File: src/rtl/spi_slave_axi_arbiter.sv
// Round-robin arbiter sharing one 64-bit AXI4 master between N_REQ 32-bit
// single-word requesters; one transaction in flight, response routed back to its originator.
module spi_slave_axi_arbiter #(
  parameter int N_REQ          = 2,
  parameter int AXI_ADDR_WIDTH = 32,
  parameter int AXI_DATA_WIDTH = 64
) (
  input  logic                      axi_aclk,
  input  logic                      axi_aresetn,
  input  logic [N_REQ-1:0]          req_valid,
  output logic [N_REQ-1:0]          req_ready,
  input  logic [N_REQ-1:0]          req_we,
  input  logic [N_REQ-1:0][31:0]    req_addr,
  input  logic [N_REQ-1:0][31:0]    req_wdata,
  input  logic [N_REQ-1:0][3:0]     req_be,
  output logic [N_REQ-1:0]          rsp_valid,
  output logic [31:0]               rsp_rdata,
  output logic                      rsp_err,
  output logic                      m_aw_valid,
  input  logic                      m_aw_ready,
  output logic [AXI_ADDR_WIDTH-1:0] m_aw_addr,
  output logic                      m_w_valid,
  input  logic                      m_w_ready,
  output logic [63:0]               m_w_data,
  output logic [7:0]                m_w_strb,
  output logic                      m_w_last,
  input  logic                      m_b_valid,
  output logic                      m_b_ready,
  input  logic [1:0]                m_b_resp,
  output logic                      m_ar_valid,
  input  logic                      m_ar_ready,
  output logic [AXI_ADDR_WIDTH-1:0] m_ar_addr,
  input  logic                      m_r_valid,
  output logic                      m_r_ready,
  input  logic [63:0]               m_r_data,
  input  logic [1:0]                m_r_resp
);

  if (AXI_DATA_WIDTH != 64) begin : g_bad_dw
    $error("spi_slave_axi_arbiter: AXI_DATA_WIDTH must be 64");
  end
  if (N_REQ < 2 || N_REQ > 8) begin : g_bad_nreq
    $error("spi_slave_axi_arbiter: N_REQ must be 2..8");
  end

  localparam int PW = $clog2(N_REQ);

  typedef enum logic [2:0] {IDLE, WR, WR_RESP, RD_ADDR, RD_RESP, RSP} state_t;

  state_t          state_q, state_d;
  logic [PW-1:0]   ptr_q, gidx_q, gnt_idx;
  logic            gnt_any;
  logic            aw_done_q, aw_done_d, w_done_q, w_done_d;
  logic [31:0]     addr_q, wdata_q, rdata_q, addr_al;
  logic [3:0]      be_q;
  logic            err_q;

  // First valid requester at or after the pointer, wrapping modulo N_REQ.
  always_comb begin
    logic [PW:0] k;
    gnt_any = 1'b0;
    gnt_idx = '0;
    k       = '0;
    for (int i = 0; i < N_REQ; i++) begin
      k = {1'b0, ptr_q} + (PW+1)'(i);
      if (k >= (PW+1)'(N_REQ)) k = k - (PW+1)'(N_REQ);
      if (!gnt_any && req_valid[k[PW-1:0]]) begin
        gnt_any = 1'b1;
        gnt_idx = k[PW-1:0];
      end
    end
  end

  always_comb begin
    state_d   = state_q;
    req_ready = '0;
    aw_done_d = aw_done_q | (m_aw_valid & m_aw_ready);
    w_done_d  = w_done_q  | (m_w_valid  & m_w_ready);
    case (state_q)
      IDLE: begin
        aw_done_d = 1'b0;
        w_done_d  = 1'b0;
        if (gnt_any) begin
          // gated so a held req_valid sees no accept while reset is asserted
          req_ready[gnt_idx] = axi_aresetn;
          state_d = req_we[gnt_idx] ? WR : RD_ADDR;
        end
      end
      WR:      if (aw_done_d && w_done_d) state_d = WR_RESP;
      WR_RESP: if (m_b_valid)  state_d = RSP;
      RD_ADDR: if (m_ar_ready) state_d = RD_RESP;
      RD_RESP: if (m_r_valid)  state_d = RSP;
      RSP:     state_d = IDLE;
      default: state_d = IDLE;
    endcase
  end

  always_ff @(posedge axi_aclk or negedge axi_aresetn) begin
    if (!axi_aresetn) begin
      state_q   <= IDLE;
      ptr_q     <= '0;
      gidx_q    <= '0;
      aw_done_q <= 1'b0;
      w_done_q  <= 1'b0;
      addr_q    <= '0;
      wdata_q   <= '0;
      be_q      <= '0;
      rdata_q   <= '0;
      err_q     <= 1'b0;
    end else begin
      state_q   <= state_d;
      aw_done_q <= aw_done_d;
      w_done_q  <= w_done_d;
      if (state_q == IDLE && gnt_any) begin
        gidx_q  <= gnt_idx;
        ptr_q   <= (gnt_idx == PW'(N_REQ-1)) ? '0 : gnt_idx + 1'b1;
        addr_q  <= req_addr[gnt_idx];
        wdata_q <= req_wdata[gnt_idx];
        be_q    <= req_be[gnt_idx];
        rdata_q <= '0;
        err_q   <= 1'b0;
      end
      if (state_q == WR_RESP && m_b_valid) err_q <= |m_b_resp;
      if (state_q == RD_RESP && m_r_valid) begin
        rdata_q <= addr_q[2] ? m_r_data[63:32] : m_r_data[31:0];
        err_q   <= |m_r_resp;
      end
    end
  end

  assign addr_al    = {addr_q[31:2], 2'b00};
  assign m_aw_addr  = AXI_ADDR_WIDTH'(addr_al);
  assign m_ar_addr  = AXI_ADDR_WIDTH'(addr_al);
  assign m_aw_valid = (state_q == WR) && !aw_done_q;
  assign m_w_valid  = (state_q == WR) && !w_done_q;
  assign m_w_data   = addr_q[2] ? {wdata_q, 32'h0} : {32'h0, wdata_q};
  assign m_w_strb   = addr_q[2] ? {be_q, 4'h0} : {4'h0, be_q};
  assign m_w_last   = 1'b1;
  assign m_b_ready  = (state_q == WR_RESP);
  assign m_ar_valid = (state_q == RD_ADDR);
  assign m_r_ready  = (state_q == RD_RESP);
  assign rsp_rdata  = (state_q == RSP) ? rdata_q : '0;
  assign rsp_err    = (state_q == RSP) && err_q;

  always_comb begin
    rsp_valid = '0;
    if (state_q == RSP) rsp_valid[gidx_q] = 1'b1;
  end

  a_onehot: assert property (@(posedge axi_aclk) disable iff (!axi_aresetn)
    $onehot0({req_ready, rsp_valid}));
  a_aw_ar_excl: assert property (@(posedge axi_aclk) disable iff (!axi_aresetn)
    !(m_aw_valid && m_ar_valid));
  a_aw_hold: assert property (@(posedge axi_aclk) disable iff (!axi_aresetn)
    m_aw_valid && !m_aw_ready |=> m_aw_valid);
  a_w_hold: assert property (@(posedge axi_aclk) disable iff (!axi_aresetn)
    m_w_valid && !m_w_ready |=> m_w_valid);
  a_ar_hold: assert property (@(posedge axi_aclk) disable iff (!axi_aresetn)
    m_ar_valid && !m_ar_ready |=> m_ar_valid);

endmodule

File: config.mk
export PLATFORM = sky130hd
export DESIGN_NAME = spi_slave_axi_arbiter
export DESIGN_NICKNAME = d
export VERILOG_FILES = /design/src/rtl/spi_slave_axi_arbiter.sv
export SDC_FILE = /design/constraint.sdc
export NUM_CORES = 1
export LEC_CHECK = 0
export BUFFER_PORTS_ARGS = -buffer_cell sky130_fd_sc_hd__buf_4
export CORE_AREA = 2 2 151 153
export CTS_CLUSTER_SIZE = 40
export DETAILED_ROUTE_END_ITERATION = 10
export DIE_AREA = 0 0 153 155
export GPL_TIMING_DRIVEN = 0
export PLACE_DENSITY_LB_ADDON = 0.05
export SLEW_MARGIN = 20
export SYNTH_ARGS = -nofsm -noshare
export SYNTH_HDL_FRONTEND = slang
export SYNTH_SLANG_ARGS = --single-unit
File: constraint.sdc
create_clock -name axi_aclk -period 1.59 [get_ports axi_aclk]
set_clock_uncertainty 0.15 [all_clocks]
set_input_delay 0.0795 -clock axi_aclk [delete_from_list [all_inputs] [get_ports axi_aclk]]
set_output_delay 0.0795 -clock axi_aclk [all_outputs]
set_load 0.005 [all_outputs]
==> results.txt <==
Cell taking the most area after synthesis - dfrtp_1
Type of the worst min-delay path - in2async
Post-route DRC violation count - 0
Final Hold Vio Count - 106
Post-Synthesis Cells - 616
Critical path type - reg2out
Synth Register Bits - 106
Fin worst setup slack - -0.442 ns
Yosys cell types - 36
Post-synthesis sequential area ratio - 45.7%
Chip width - 153 um
Buffers & Inverters on Critical Path - 5
Vias per inst - 4.60
Core area - 0.0222 sq mm
Share of the clock period used by the worst path - 128%
Max-slew violations - 0
Initial DRC count - 328
IO Port Bufs - 384
Layout cell share with drive strength beyond 1 - 58.3%
Syn-to-layout area delta - 145%
Pre-CTS WS - -0.642 ns
H-tree depth - 3
Maximum buffer depth of the clock tree - 2
Clk slew on worst S/H paths - 0.08 ns
Top cells by area, synth - dfrtp_1 (46%), nand2_1 (8.7%), a22oi_1 (8.5%)
Cts hold-fix bufs - 205
Io pins - 394
Via count - 7259
Top_reg_cell synth - dfrtp_1
Yosys top cell area share - 45.7%
Crit path max-delay family - buffers and inverters
Cell area after synthesis - 0.00580 sq mm
CP startpoint kind - register
Syn Area/Cell - 9.42 sq um
Vias in the first global route - 7555
Max Cap Violations - 0
Fin Hold WS - -0.514 ns
Count leader, synth - nand2_1
Setup TNS - -48.64 ns
CP endpoint kind - output port
Clock sinks - 106
Initial core utilization - 26.1%
Core Rows - 55
Post-DP HPWL - 18100 um
Num CTS Buffers - 9
Skew-Pair Late Insertion Delay - 0.36 ns
Post-synth EDFFs - 0
Leak - 7.02 nW
Tmin final - 2.03 ns
Pin count of the biggest net entering global routing - 70
Root Buffer - clkbuf_16
GPL Wtd Cong - 0.787
Final net count - 1504
Post-synth top cells - nand2_1 (135), dfrtp_1 (106), a22oi_1 (66)
FMAX - 0.492 GHz
Crit-path max cell delay - 0.38 ns
N_diodes - 0
Total Routing Usage GR - 22.8%
First-pass iteration count of the detailed router - 4
Pwr per Cell Area - 1590 mW/mm^2
Crit path DAT - 1.80 ns
CTS tree - done
Initial antenna violation count - 0
Slowest CP cell - dfrtp_1
Grt total ovfl - 0
Crit path cell chain - buf_6, buf_4, nor2b_4, buf_6, clkbuf_16, and3_1, buf_4
RSZ-0062 raised after global routing - true
Final cell count without fillers - 1579
Post-Route WL - 28800 um
Drt wl/cell - 18.2 um
CP required - 1.36 ns
Fill count - 1788
First-pass GRT wire length - 42400 um
Die Height - 155 um
Setup violators final - 217
Die area - 0.0237 sq mm
Max IR drop VDD - 593 uV
DP Cell Count - 1289
Critical-path maximum fanout - 6
Synth async-reset ratio - 100%
Antenna viol nets, final - 0
Failing checks - negative hold slack, negative setup slack
Outcome - complete, but fails checks
Synth warn - 0
[worst register-to-register path, delay by kind of cell (launching register included)]
family	cells	cell delay (ns)
AO/OA/AOI/OAI	2	0.30
buffers and inverters	4	0.48
flip-flops	1	0.43
multiplexers	1	0.24
AND/OR/NAND/NOR	1	0.15
[repair_timing]
item	in CTS	in global routing
setup buffers	41	24
hold endpoints to repair	209	106
cloned	19	4
gates resized for setup	325	186
endpoints found under the setup margin	214	217
pin swaps	86	18
[sequential cells by signal (all words and copies together), names as in the netlist, 3 cells and up]
signal	flops
addr_q	30
be_q	4
rdata_q	32
state_q	3
wdata_q	32
[layout make-up]
class                      count  area (sq um)  share of cell area [%]
inverter                       4          15.0                   0.106
buffer                        79           951                    6.69
clock buffer                  12           236                    1.66
multi-input combinational    423          3570                    25.1
timing repair buffer         666          6370                    44.9
clock inverter                 4          52.6                   0.370
tap                          285           357                    2.51
sequential                   106          2650                    18.7
[kinds of logic after synthesis]
family                 count (synthesis)  synth area share (%)
AOI/OAI and AO/OA                    114                  15.5
buffers and inverters                 90                  9.64
DFF                                  106                  45.7
and+or+nand+nor                      270                  23.2
muxes                                 34                  5.86
other                                  2                 0.129
[where the power goes]
part | total [mW] | internal, mW | switching [mW] | leakage, nW
combinational | 15.1 | 9.30 | 5.81 | 5.53
clock | 2.31 | 1.23 | 1.08 | 0.129
sequential | 5.13 | 3.94 | 1.19 | 1.36
total | 22.6 | 14.5 | 8.08 | 7.02
[layout by cell type (no fill, tap or decap), drive strengths merged, types with 2 or more instances in the layout]
cell,n
nor2b,38
a21o,2
o21ai,4
inv,4
a22oi,66
nor2,11
dfrtp,106
o2bb2ai,32
nand2,135
nor3,3
clkinvlp,3
conb,5
nor3b,2
dlygate4sd3,205
and3,35
mux2i,34
a21oi,2
nand2b,4
and2,39
clkbuf,33
buf,519
[worst paths after layout]
check / startpoint / end / slack [ns] / depth (start not counted)
worst max-delay path: state_q[1]$_DFFE_PN0P_ / rsp_rdata[8] / -0.44 / 7
worst min-delay path: axi_aresetn / addr_q[30]$_DFFE_PN0P_ / -0.51 / 1
worst max register to register: state_q[0]$_DFFE_PN0P_ / state_q[0]$_DFFE_PN0P_ / -0.29 / 8
worst min register to register: rdata_q[9]$_DFFE_PN0P_ / rdata_q[9]$_DFFE_PN0P_ / 0.33 / 1
max in group asynchronous: axi_aresetn / addr_q[9]$_DFFE_PN0P_ / 1.09 / 2
min in group axi_aclk: req_valid[1] / state_q[1]$_DFFE_PN0P_ / 0.03 / 4
[stage by stage]
stage	area [sq um]	total power, mW	utilization (%)
after floorplan	5840	9.29	-
after global placement	9080	13.6	40.8
after detailed placement	9110	13.6	41.0
after CTS	13400	20.7	60.5
after global routing	14200	23.8	63.9
final	14200	22.6	63.9
[per-layer routing]
metal / global-route usage (%) / vias up / wire [um]
met5: 0 / - / 0
met4: 5.73 / 0 / 488
met3: 4.90 / 33 / 1580
met2: 42.1 / 267 / 15400
met1: 26.9 / 3523 / 11300
li1: - / 3436 / -
No activity file was read; power rests on OpenSTA's default activity.
